<file path="config.mk">
export PLATFORM = sky130hd
export DESIGN_NAME = dmem_lsu_master
export DESIGN_NICKNAME = d
export VERILOG_FILES = /design/src/rtl/dmem_lsu_pkg.sv /design/src/rtl/dmem_lsu_align.sv /design/src/rtl/dmem_lsu_master.sv
export SDC_FILE = /design/constraint.sdc
export NUM_CORES = 1
export LEC_CHECK = 0
export CORE_MARGIN = 1
export CORE_UTILIZATION = 47
export DETAILED_ROUTE_END_ITERATION = 8
export PLACE_DENSITY = 0.95
export SLEW_MARGIN = 15
export SYNTH_ARGS = -nofsm -noshare
export SYNTH_HDL_FRONTEND = slang
export SYNTH_SLANG_ARGS = --single-unit
</file>
<file path="constraint.sdc">
create_clock -name i_clk -period 3.6 [get_ports i_clk]
set_input_delay 1.08 -clock i_clk [delete_from_list [all_inputs] [get_ports i_clk]]
set_output_delay 1.08 -clock i_clk [all_outputs]
set_load 0.005 [all_outputs]
</file>
<file path="src/rtl/dmem_lsu_pkg.sv">
// Shared types and helpers for the data-memory load/store initiator.
package dmem_lsu_pkg;

    // Access size encoding as presented by the core; 2'd3 is not a legal size.
    typedef enum logic [1:0] {
        SZ_BYTE = 2'd0,
        SZ_HALF = 2'd1,
        SZ_WORD = 2'd2
    } size_e;

    localparam logic [1:0] SIZE_ILLEGAL = 2'd3;

    // Request sequencing states.
    typedef enum logic [1:0] {
        ST_IDLE  = 2'd0,
        ST_ISSUE = 2'd1,
        ST_WAIT  = 2'd2,
        ST_RESP  = 2'd3
    } state_e;

    // True when the low address bits do not suit the access size.
    function automatic logic misaligned(input logic [1:0] size, input logic [1:0] addr_lo);
        logic bad;
        bad = 1'b0;
        case (size)
            SZ_HALF: bad = addr_lo[0];
            SZ_WORD: bad = (addr_lo != 2'b00);
            default: bad = 1'b0;
        endcase
        return bad;
    endfunction

endpackage

</file>
<file path="src/rtl/dmem_lsu_align.sv">
// Byte-lane steering: byte enables, replicated store data and extended load data.
module dmem_lsu_align
    import dmem_lsu_pkg::*;
(
    input  logic [1:0]  size,
    input  logic [1:0]  addr_lo,
    input  logic        is_unsigned,
    input  logic [31:0] wdata,
    input  logic [31:0] rdata,
    output logic [3:0]  be,
    output logic [31:0] wdata_al,
    output logic [31:0] rdata_ext
);

    logic [31:0] shifted_s;

    // Lane selection and sign/zero extension, all a function of size and offset.
    always_comb begin
        shifted_s = rdata >> {addr_lo, 3'b000};
        be        = 4'b0000;
        wdata_al  = 32'h0000_0000;
        rdata_ext = 32'h0000_0000;
        case (size)
            SZ_BYTE: begin
                be        = 4'b0001 << addr_lo;
                wdata_al  = {4{wdata[7:0]}};
                rdata_ext = is_unsigned ? {24'h00_0000, shifted_s[7:0]}
                                        : {{24{shifted_s[7]}}, shifted_s[7:0]};
            end
            SZ_HALF: begin
                be        = addr_lo[1] ? 4'b1100 : 4'b0011;
                wdata_al  = {2{wdata[15:0]}};
                rdata_ext = is_unsigned ? {16'h0000, shifted_s[15:0]}
                                        : {{16{shifted_s[15]}}, shifted_s[15:0]};
            end
            SZ_WORD: begin
                be        = 4'b1111;
                wdata_al  = wdata;
                rdata_ext = rdata;
            end
            default: begin
                be        = 4'b0000;
                wdata_al  = 32'h0000_0000;
                rdata_ext = 32'h0000_0000;
            end
        endcase
    end

endmodule

</file>
<file path="src/rtl/dmem_lsu_master.sv">
// Single-outstanding load/store initiator on the busy/ack data-memory bus.
module dmem_lsu_master
    import dmem_lsu_pkg::*;
#(
    parameter int p_timeout = 16
) (
    input  logic        i_clk,
    input  logic        i_rst,
    input  logic        i_req_valid,
    output logic        o_req_ready,
    input  logic        i_req_we,
    input  logic [31:0] i_req_addr,
    input  logic [1:0]  i_req_size,
    input  logic        i_req_unsigned,
    input  logic [31:0] i_req_wdata,
    output logic        o_rsp_valid,
    output logic [31:0] o_rsp_rdata,
    output logic        o_rsp_err,
    output logic [29:0] o_addr,
    output logic [3:0]  o_be,
    output logic        o_wr_en,
    output logic [31:0] o_wr_data,
    output logic        o_rd_en,
    input  logic [31:0] i_rd_data,
    input  logic        i_busy,
    input  logic        i_ack
);

    localparam int            TW       = (p_timeout > 1) ? $clog2(p_timeout + 1) : 1;
    localparam bit            TO_EN    = (p_timeout != 0);
    localparam logic [TW-1:0] TO_LIMIT = TW'(p_timeout);
    localparam logic [TW-1:0] CNT_ONE  = TW'(1);

    state_e        state_r, state_s;
    logic [TW-1:0] cnt_r;
    logic          req_we_r;
    logic [1:0]    req_addr_lo_r;
    logic [1:0]    req_size_r;
    logic          req_unsigned_r;

    logic          idle_s, req_bad_s, timeout_s;
    logic          issue_s, drop_s, go_resp_s, resp_err_s, resp_data_s;
    logic [1:0]    al_size_s, al_addr_lo_s;
    logic          al_unsigned_s;
    logic [3:0]    be_s;
    logic [31:0]   wdata_al_s, rdata_ext_s;

    assign idle_s      = (state_r == ST_IDLE);
    assign o_req_ready = idle_s;
    assign req_bad_s   = misaligned(i_req_size, i_req_addr[1:0]) || (i_req_size == SIZE_ILLEGAL);
    assign timeout_s   = TO_EN && ((cnt_r + CNT_ONE) == TO_LIMIT);

    // The aligner sees the incoming request while idle (to build bus outputs)
    // and the latched request afterwards (to extend the returned load data).
    assign al_size_s     = idle_s ? i_req_size          : req_size_r;
    assign al_addr_lo_s  = idle_s ? i_req_addr[1:0]     : req_addr_lo_r;
    assign al_unsigned_s = idle_s ? i_req_unsigned      : req_unsigned_r;

    dmem_lsu_align u_align (
        .size        (al_size_s),
        .addr_lo     (al_addr_lo_s),
        .is_unsigned (al_unsigned_s),
        .wdata       (i_req_wdata),
        .rdata       (i_rd_data),
        .be          (be_s),
        .wdata_al    (wdata_al_s),
        .rdata_ext   (rdata_ext_s)
    );

    // State register.
    always_ff @(posedge i_clk) begin
        if (!i_rst) begin
            state_r <= ST_IDLE;
        end else begin
            state_r <= state_s;
        end
    end

    // Next-state and per-cycle control decode; timeout outranks bus progress.
    always_comb begin
        state_s     = state_r;
        issue_s     = 1'b0;
        drop_s      = 1'b0;
        go_resp_s   = 1'b0;
        resp_err_s  = 1'b0;
        resp_data_s = 1'b0;
        case (state_r)
            ST_IDLE: begin
                if (i_req_valid && req_bad_s) begin
                    state_s    = ST_RESP;
                    go_resp_s  = 1'b1;
                    resp_err_s = 1'b1;
                end else if (i_req_valid) begin
                    state_s = ST_ISSUE;
                    issue_s = 1'b1;
                end else begin
                    state_s = ST_IDLE;
                end
            end
            ST_ISSUE: begin
                if (timeout_s) begin
                    state_s    = ST_RESP;
                    drop_s     = 1'b1;
                    go_resp_s  = 1'b1;
                    resp_err_s = 1'b1;
                end else if (!i_busy) begin
                    state_s = ST_WAIT;
                    drop_s  = 1'b1;
                end else begin
                    state_s = ST_ISSUE;
                end
            end
            ST_WAIT: begin
                if (timeout_s) begin
                    state_s    = ST_RESP;
                    go_resp_s  = 1'b1;
                    resp_err_s = 1'b1;
                end else if (i_ack) begin
                    state_s     = ST_RESP;
                    go_resp_s   = 1'b1;
                    resp_data_s = 1'b1;
                end else begin
                    state_s = ST_WAIT;
                end
            end
            ST_RESP: begin
                state_s = ST_IDLE;
            end
            default: begin
                state_s = ST_IDLE;
            end
        endcase
    end

    // Timeout counter: zero while idle, counts every ISSUE/WAIT cycle.
    always_ff @(posedge i_clk) begin
        if (!i_rst) begin
            cnt_r <= '0;
        end else if (idle_s) begin
            cnt_r <= '0;
        end else if ((state_r == ST_ISSUE) || (state_r == ST_WAIT)) begin
            cnt_r <= cnt_r + CNT_ONE;
        end else begin
            cnt_r <= cnt_r;
        end
    end

    // Request latch, captured on every accepted request.
    always_ff @(posedge i_clk) begin
        if (!i_rst) begin
            req_we_r       <= 1'b0;
            req_addr_lo_r  <= 2'b00;
            req_size_r     <= 2'b00;
            req_unsigned_r <= 1'b0;
        end else if (idle_s && i_req_valid) begin
            req_we_r       <= i_req_we;
            req_addr_lo_r  <= i_req_addr[1:0];
            req_size_r     <= i_req_size;
            req_unsigned_r <= i_req_unsigned;
        end else begin
            req_we_r       <= req_we_r;
            req_addr_lo_r  <= req_addr_lo_r;
            req_size_r     <= req_size_r;
            req_unsigned_r <= req_unsigned_r;
        end
    end

    // Registered bus outputs: loaded on issue, strobes cleared on acceptance or timeout.
    always_ff @(posedge i_clk) begin
        if (!i_rst) begin
            o_addr    <= 30'h0000_0000;
            o_be      <= 4'b0000;
            o_wr_data <= 32'h0000_0000;
            o_wr_en   <= 1'b0;
            o_rd_en   <= 1'b0;
        end else if (issue_s) begin
            o_addr    <= i_req_addr[31:2];
            o_be      <= be_s;
            o_wr_data <= wdata_al_s;
            o_wr_en   <= i_req_we;
            o_rd_en   <= ~i_req_we;
        end else if (drop_s) begin
            o_wr_en   <= 1'b0;
            o_rd_en   <= 1'b0;
        end else begin
            o_wr_en   <= o_wr_en;
            o_rd_en   <= o_rd_en;
        end
    end

    // Response pulse; data is non-zero only for an acked load.
    always_ff @(posedge i_clk) begin
        if (!i_rst) begin
            o_rsp_valid <= 1'b0;
            o_rsp_err   <= 1'b0;
            o_rsp_rdata <= 32'h0000_0000;
        end else begin
            o_rsp_valid <= go_resp_s;
            o_rsp_err   <= resp_err_s;
            o_rsp_rdata <= (resp_data_s && !req_we_r) ? rdata_ext_s : 32'h0000_0000;
        end
    end

endmodule

</file>
Word-level counts from Yosys, hierarchy flattened
Cells that the tools add are included.
{"block": "op_classes", "n_addsub": 1, "eq_ne": 9, "shifts": 2, "muxes": 34, "bitwise": 2, "n_reduce_logical": 13}
{"operator": "$pmux W32 S3", "count": 2}
{"operator": "$mux W32", "count": 2}
{"operator": "$shr A32 B5 Y16", "count": 1}
{"operator": "$mux W1", "count": 19}
{"operator": "$pmux W4 S3", "count": 1}
{"operator": "$eq A2 B2 Y1 const B", "count": 5}
{"operator": "$mux W2", "count": 5}
{"operator": "$pmux W2 S4", "count": 1}
{"operator": "$eq A2 B1 Y1 const B", "count": 3}
{"operator": "$add A5 B1 Y5 const B", "count": 1}
{"operator": "$eq A5 B5 Y1 const B", "count": 1}
{"operator": "$logic_not A2 Y1", "count": 2}
{"operator": "$mux W4", "count": 1}
{"operator": "$pmux W1 S2", "count": 2}
{"operator": "$reduce_bool A2 Y1", "count": 2}
{"operator": "$reduce_or A2 Y1", "count": 2}
{"operator": "$shl A1 B2 Y4 const A", "count": 1}
{"operator": "$logic_and A1 B1 Y1", "count": 3}
{"operator": "$pmux W1 S3", "count": 1}
{"operator": "$logic_or A1 B1 Y1", "count": 2}
{"operator": "$not A1 Y1", "count": 2}
{"operator": "$reduce_and A2 Y1", "count": 1}
{"operator": "$logic_not A1 Y1", "count": 1}
{"block": "totals", "register_bits": 115, "output_inout_bits": 103}

Longest topological paths before layout
Gate-level depths: netlist of the first run.
{"block": "depth", "word_depth": 7, "depth_mapped": 11, "mapped_depth_nobuf": 7}

By module
Synthesis of the first run repeated with hierarchy kept, for this count alone.
{"block": "hier_totals", "hier_cells": 660, "hier_area_um2": 5457.7}
{"mod": "dmem_lsu_master", "instances": 1, "cells_each": 467, "area_per_inst_um2": 4299.1, "seq_area_each_um2": 2302.2}
{"mod": "dmem_lsu_align", "instances": 1, "cells_each": 193, "area_per_inst_um2": 1158.6, "seq_area_each_um2": 0.0}

Worst setup path after synthesis of the first run
Ideal clock, no wire load.
{"block": "synth_path", "path_type": "input -> register", "start": "input port i_req_addr[1]", "end": "register o_rsp_rdata[21]", "arrival_ns": 2.605, "setup_slack_ns": 0.862, "path_stages": 8, "path_buffers": 3, "cell_sequence": "buf_2 or3b_1 o31a_1 buf_6 o2111ai_4 a21boi_4 buf_6 a21oi_1"}
{"block": "synth_between", "elab_chain_cells": 4, "word_cells_on_any_way": 5}
{"item": "start: declaration", "line_no": "dmem_lsu_master.sv:12", "text": "input logic [31:0] i_req_addr,"}
{"item": "$mux W2 (*)", "line_no": "dmem_lsu_master.sv:56", "text": "assign al_addr_lo_s = idle_s ? i_req_addr[1:0] : req_addr_lo_r;"}
{"item": "$shr A32 B5 Y16 (*)", "line_no": "dmem_lsu_align.sv:19", "text": "shifted_s = rdata >> {addr_lo, 3'b000};"}
{"item": "$mux W32 (on tied branches)", "line_no": "dmem_lsu_align.sv:33, dmem_lsu_align.sv:27"}
{"item": "$pmux W32 S3 (*)", "line_no": "dmem_lsu_align.sv:23", "text": "case (size)"}
{"item": "end signal: assignment", "line_no": "dmem_lsu_master.sv:200", "text": "o_rsp_rdata <= (resp_data_s && !req_we_r) ? rdata_ext_s : 32'h0000_0000;"}
{"item": "end: declaration", "line_no": "dmem_lsu_master.sv:17", "text": "output logic [31:0] o_rsp_rdata,"}
Mark *: on every way between the ends. The rest lies on a longest branch, timed or not.
A chain may end at the register's enable or synchronous reset.

Worst setup path after layout of the first run
{"block": "layout_path", "start": "register state_r[0]", "end": "output port o_req_ready"}
{"block": "layout_between", "elab_chain_cells": 1}
{"item": "start: declaration", "line_no": "dmem_lsu_master.sv:34", "text": "state_e state_r, state_s;"}
{"item": "start signal: assignment", "line_no": "dmem_lsu_master.sv:75", "text": "state_r <= state_s;"}
{"item": "$logic_not A2 Y1", "line_no": "dmem_lsu_master.sv:48", "text": "assign idle_s = (state_r == ST_IDLE);"}
{"item": "end: declaration", "line_no": "dmem_lsu_master.sv:10", "text": "output logic o_req_ready,"}
Every way passes these cells.

==> results of run 1 <==
==> cell families (layout without fill, tap and decap cells) <==
logic type | after synthesis | in the layout
and+or+nand+nor | 236 | 236
AOI/OAI and AO/OA | 168 | 168
DFF | 115 | 115
buffers and inverters | 55 | 262
muxes | 22 | 22
adders and majority gates | 8 | 8
xor gates and xnor gates | 5 | 5
==> critical path, stage by stage (launching register included) <==
cell	delay [ps]
dfxtp_1	330
inv_1	90
ha_1	480
clkdlybuf4s50_1	600
==> how the worst min path moves through the flow <==
stage                end  cells after the start  startpoint
2_1_floorplan   req_we_r                      2    req_we_r
3_3_place_gp     o_rd_en                      2     o_rd_en
3_5_place_dp     o_be[0]                      2     o_be[0]
4_1_cts          o_be[0]                      2     o_be[0]
5_1_grt        o_addr[8]                      2   o_addr[8]
6_report         o_be[0]                      2     o_be[0]
==> layer usage <==
| metal | vias to the layer above | routed length (um) | GRT usage, % | part of all wire (%) |
|---|---|---|---|---|
| li1 | 2542 | - | - | - |
| met1 | 2552 | 6750 | 35.4 | 39 |
| met5 | - | 0 | 0 | 0 |
| met2 | 309 | 8370 | 50.6 | 49 |
| met4 | 0 | 474 | 12.7 | 2.8 |
| met3 | 47 | 1530 | 8.41 | 8.9 |
==> flip-flops by register name (all words and copies together) (netlist names) <==
name / flops
o_wr_en: 1
req_we_r: 1
o_addr: 30
o_be: 4
req_addr_lo_r: 2
o_rd_en: 1
cnt_r: 5
o_rsp_valid: 1
req_unsigned_r: 1
req_size_r: 2
o_rsp_err: 1
state_r: 2
o_wr_data: 32
o_rsp_rdata: 32
==> final cells by class <==
class	count	share of cell area, %
flip-flops and latches	115	28.6
well taps	140	2.18
multi-input cells	439	33.5
repair buffers	223	27.5
clock inverters	14	2.54
inverters	7	0.327
clock buffers	18	5.32
==> power groups by stage <==
stage / logic, mW / registers, mW / clock network, mW
finish: 1.36 / 1.46 / 1.78
global route: 1.47 / 1.48 / 1.86
detailed placement: 1.33 / 1.49 / 0
floorplan: 0.777 / 1.48 / 0
global placement: 1.28 / 1.48 / 0
CTS: 1.35 / 1.46 / 1.79
==> cells in the final DEF, fill, tap and decap left out, types with 5 or more instances in the layout <==
cell | synthesis | final
a21boi_0 | 40 | 40
a21oi_1 | 33 | 33
a221oi_1 | 16 | 16
a22oi_1 | 17 | 17
a31oi_1 | 8 | 8
a32oi_1 | 5 | 5
buf_4 | 2 | 14
clkbuf_16 | 0 | 16
clkdlybuf4s50_1 | 0 | 206
clkinv_4 | 0 | 5
dfxtp_1 | 115 | 115
ha_1 | 8 | 8
inv_1 | 7 | 7
mux2i_1 | 16 | 16
nand2_1 | 128 | 128
nand3_1 | 12 | 12
nor2_1 | 36 | 36
nor2b_1 | 17 | 17
nor3b_1 | 17 | 17
o21ai_0 | 12 | 12
o22ai_1 | 9 | 9
o2bb2ai_1 | 8 | 8
or3_1 | 7 | 6
==> impl_metrics.toml, run 1 <==
[worst_setup_path]
setup.worst_path.start = "state_r[0]"
crit_path_start_kind = "flip-flop"
required_ps = 2520
end_kind = "primary output"
r2r_start = "state_r[0]"
cp.arrival_ps = 2010
reg2regPathDepth = 6
path_max_fanout = 11
crit_end = "o_req_ready"
reg2reg_to = "o_wr_data[14]"
worstSetupPathType = "reg2out"
rrSetupSlack_ps = 800

[placed_design]
dp.cells = 924
dp.final_hpwl_mm = 11.9
port_buffers = 207
dpl-instance-area_sq_mm = 0.00741
dp_slack_ps = 103
gp_congestion = 0.915

[final_layout]
n_antenna_cell = 0
nets = 916
multi_input_area_sq_mm = 0.00269
layout-drive-gt1-share_pct = 7.84
regArea_sq_mm = 0.00230
area_growth_pct = 53.8
fillerInstances = 744
post-route-util_pct = 74.2
finalNonFillerCells = 956
fin_area_sq_mm = 0.00804

[synth]
synth_enable_flop_cells = 0
ys_warn_count = 0
synth_nets = 722
synth_top_family_by_area = "compound AO/OA/AOI/OAI gates"
postSynthCellCount = 609
synth_simple_gate_area_share_pct = 20.8
synth_common_cells = "nand2_1 (128), dfxtp_1 (115), a21boi_0 (40)"
synthArstFlopShare_pct = 0
synth_most_common_cell = "nand2_1"
yosys_most_used_dff = "dfxtp_1"
synth.area.top_cells = "dfxtp_1 (44%), nand2_1 (9.2%), a21boi_0 (5.7%)"
yosysSeqAreaShare_pct = 44.0
syn_area_sq_mm = 0.00523
yosysTopAreaCell = "dfxtp_1"
synth_top_area_share_pct = 44.0
synth_mux_area_share_pct = 4.45
synth_area_per_cell_sq_um = 8.58
synth_cell_type_count = 54
synth_compound_area_share_pct = 23.3
synth_xor_area_share_pct = 0.838
synth-seq-cells = 115
synth_fa_ha_area_share_pct = 1.91

[global_routing]
overflow = 0
grt_pass1_wl_mm = 26.7
grt_use_total_pct = 29.9
antenna_found_initial = 0
grt_pass1_vias = 5380
grt_max_degree = 81

[timing]
fin_crit_sh_pct = 85.8
whs_ps = 465
slew_violations = 0
rsz0062_at_grt = "false"
hold_violations = 0
skew_ps = 6.11
fin_tns_setup_ps = 0
post-route-min-period_ps = 3090
relSlewSlack_pct = 45.8
setup_viol = 0
setup_slack_ps = 510
tightestPinTransition_ps = 807
fmax_mhz = 324

[pwr]
p_switching_mw = 1.43
p_seq_share_pct = 31.8
p_comb_share_pct = 29.6
ir_drop_v = 0.000296
clock_power_share_pct = 38.6
p_int_mw = 3.17
power_leakage_nw = 2.94
p_per_area_mw_per_mm2 = 573
total_power_mw = 4.60
switching_share_pct = 31.2

[routing]
drc = 0
drtAntennaViolNets = 0
wire_per_inst_um = 17.9
wirelength_mm = 17.1
drtPass1Iterations = 7
num_vias = 5450
drt_iter0_drc = 382
vias_per_cell = 5.70

[floorplanning]
num_rows = 38
die_area_sq_mm = 0.0115
die_w_um = 107
start_util_pct = 48.2
die_y_um = 107
io_pins = 208
core_sq_mm = 0.0108

[run_status]
outcome = "completed"

[clock_network]
htree_levels = 4
post_cts_buffers = 0
cts-root-buf = "clkbuf_8"
max-clock-path-buffers = 2
tritoncts = "yes"
cts.sinks = 115
path_clk_slew_ps = 60
numCtsBuffers = 17
post_cts_resized = 0
clkLatencyLatePin_ps = 510
cts-hold-fix-buffers = 0

[min_path]
min_path_type = "reg2reg"

[job]
cap_violations = 0
No activity file was read; power rests on OpenSTA's default activity.
==> inputs of run 2 (changes only) <==
- RECOVER_POWER: not set -> 25
==> run 2 against run 1 <==
Combinational power about the same; wire length increased by 0.30%; non-clock buffer count unchanged; largest cell class unchanged; highest routed layer unchanged.
==> impl_metrics.toml, run 2 (same netlist as run 1, synthesis figures left out) <==
[run_status]
outcome = "completed"

[final_layout]
finalNonFillerCells = 956
multi_input_area_sq_mm = 0.00269
area_growth_pct = 53.8
fin_area_sq_mm = 0.00804
layout-drive-gt1-share_pct = 7.72
fillerInstances = 746
final_cell_mix = "clkdlybuf4s50_1 (163), nand2_1 (128), dfxtp_1 (115), dlygate4sd3_1 (43), a21boi_0 (40)"
post-route-util_pct = 74.1
nets = 916
final_common_cell = "clkdlybuf4s50_1"
reg_top3 = "o_rsp_rdata x32, o_wr_data x32, o_addr x30"
regArea_sq_mm = 0.00230
n_antenna_cell = 0

[floorplanning]
core_sq_mm = 0.0108
die_area_sq_mm = 0.0115
num_rows = 38
io_pins = 208
start_util_pct = 48.2
die_y_um = 107
die_w_um = 107

[placed_design]
gp_congestion = 0.915
dpl-instance-area_sq_mm = 0.00741
dp.final_hpwl_mm = 11.9
dp.cells = 924
dp_slack_ps = 103
port_buffers = 207

[worst_setup_path]
crit_path_start_kind = "flip-flop"
cp_top_family = "buffers and inverters"
required_ps = 2520
cp_slowest_cell = "clkdlybuf4s50_1"
worstSetupPathType = "reg2out"
path_buf_inv = 2
path_max_fanout = 11
end_kind = "primary output"
critPathMaxStageDelay_ps = 600
crit_chain = "inv_1 > ha_1 > clkdlybuf4s50_1"
cp.arrival_ps = 2030

[global_routing]
antenna_found_initial = 0
grt_use_total_pct = 29.9
overflow = 0
grt_pass1_vias = 5380
grt_max_degree = 81
grt_pass1_wl_mm = 26.7

[routing]
drtAntennaViolNets = 0
wirelength_mm = 17.2
vias_per_cell = 5.74
drc = 0
wire_per_inst_um = 18.0
num_vias = 5492
drtPass1Iterations = 5
drt_iter0_drc = 344

[timing]
fmax_mhz = 322
tightestPinTransition_ps = 791
hold_violations = 0
fin_tns_setup_ps = 0
setup_slack_ps = 490
relSlewSlack_pct = 46.9
post-route-min-period_ps = 3110
skew_ps = 8.07
setup_viol = 0
whs_ps = 463
rsz0062_at_grt = "false"
slew_violations = 0
fin_crit_sh_pct = 86.4

[clock_network]
max-clock-path-buffers = 2
cts.sinks = 115
clkLatencyLatePin_ps = 520
numCtsBuffers = 17
tritoncts = "yes"
post_cts_buffers = 0
path_clk_slew_ps = 60
cts-hold-fix-buffers = 0
post_cts_resized = 0
htree_levels = 4
cts-root-buf = "clkbuf_8"

[min_path]
min_path_type = "reg2reg"

[pwr]
ir_drop_v = 0.000296
total_power_mw = 4.59
power_leakage_nw = 3.08
p_per_area_mw_per_mm2 = 571

[job]
cap_violations = 0
-- run 2: changes by cell type in the layout (fill, tap and decap cells not counted) --
cell             change
and2_0               +1
and2_1               -1
buf_4                -1
clkbuf_1             +1
clkdlybuf4s50_1     -43
dlygate4sd3_1       +43
-- run 2: per-layer routing --
layer	vias up	global-route usage, %	wire, um
met3	48	8.41	1520
met5	-	0	0
li1	2547	-	-
met1	2574	35.4	6800
met4	0	12.7	456
met2	323	50.6	8400
-- run 2: worst paths after layout --
kind | cells after the start | slack [ps] | startpoint | end
max | 3 | 490 | state_r[0] | o_req_ready
min | 2 | 460 | o_addr[2] | o_addr[2]
max reg2reg | 8 | 570 | state_r[0] | o_rsp_rdata[22]
min reg2reg | 2 | 460 | o_addr[2] | o_addr[2]
-- run 2: power by group --
part           internal [mW]  switching [mW]  leakage, nW
registers               1.39          0.0712        0.936
clock network           1.15           0.625        0.303
logic                  0.612           0.736         1.84
-- run 2: final cells by class --
type / instances / share of cell area (%)
flip-flops and latches: 115 / 28.6
inverters: 7 / 0.327
multi-input cells: 439 / 33.5
repair buffers: 223 / 27.5
clock inverters: 14 / 2.54
clock buffers: 18 / 5.32
well taps: 140 / 2.18
-- run 2: worst register-to-register path: stages (launching register included) --
cell       delay, ps
dfxtp_1          360
inv_1             80
ha_1             390
clkbuf_1         410
or3b_2           600
a21o_1           240
o2111ai_4        170
a21boi_4         500
a21oi_1          130
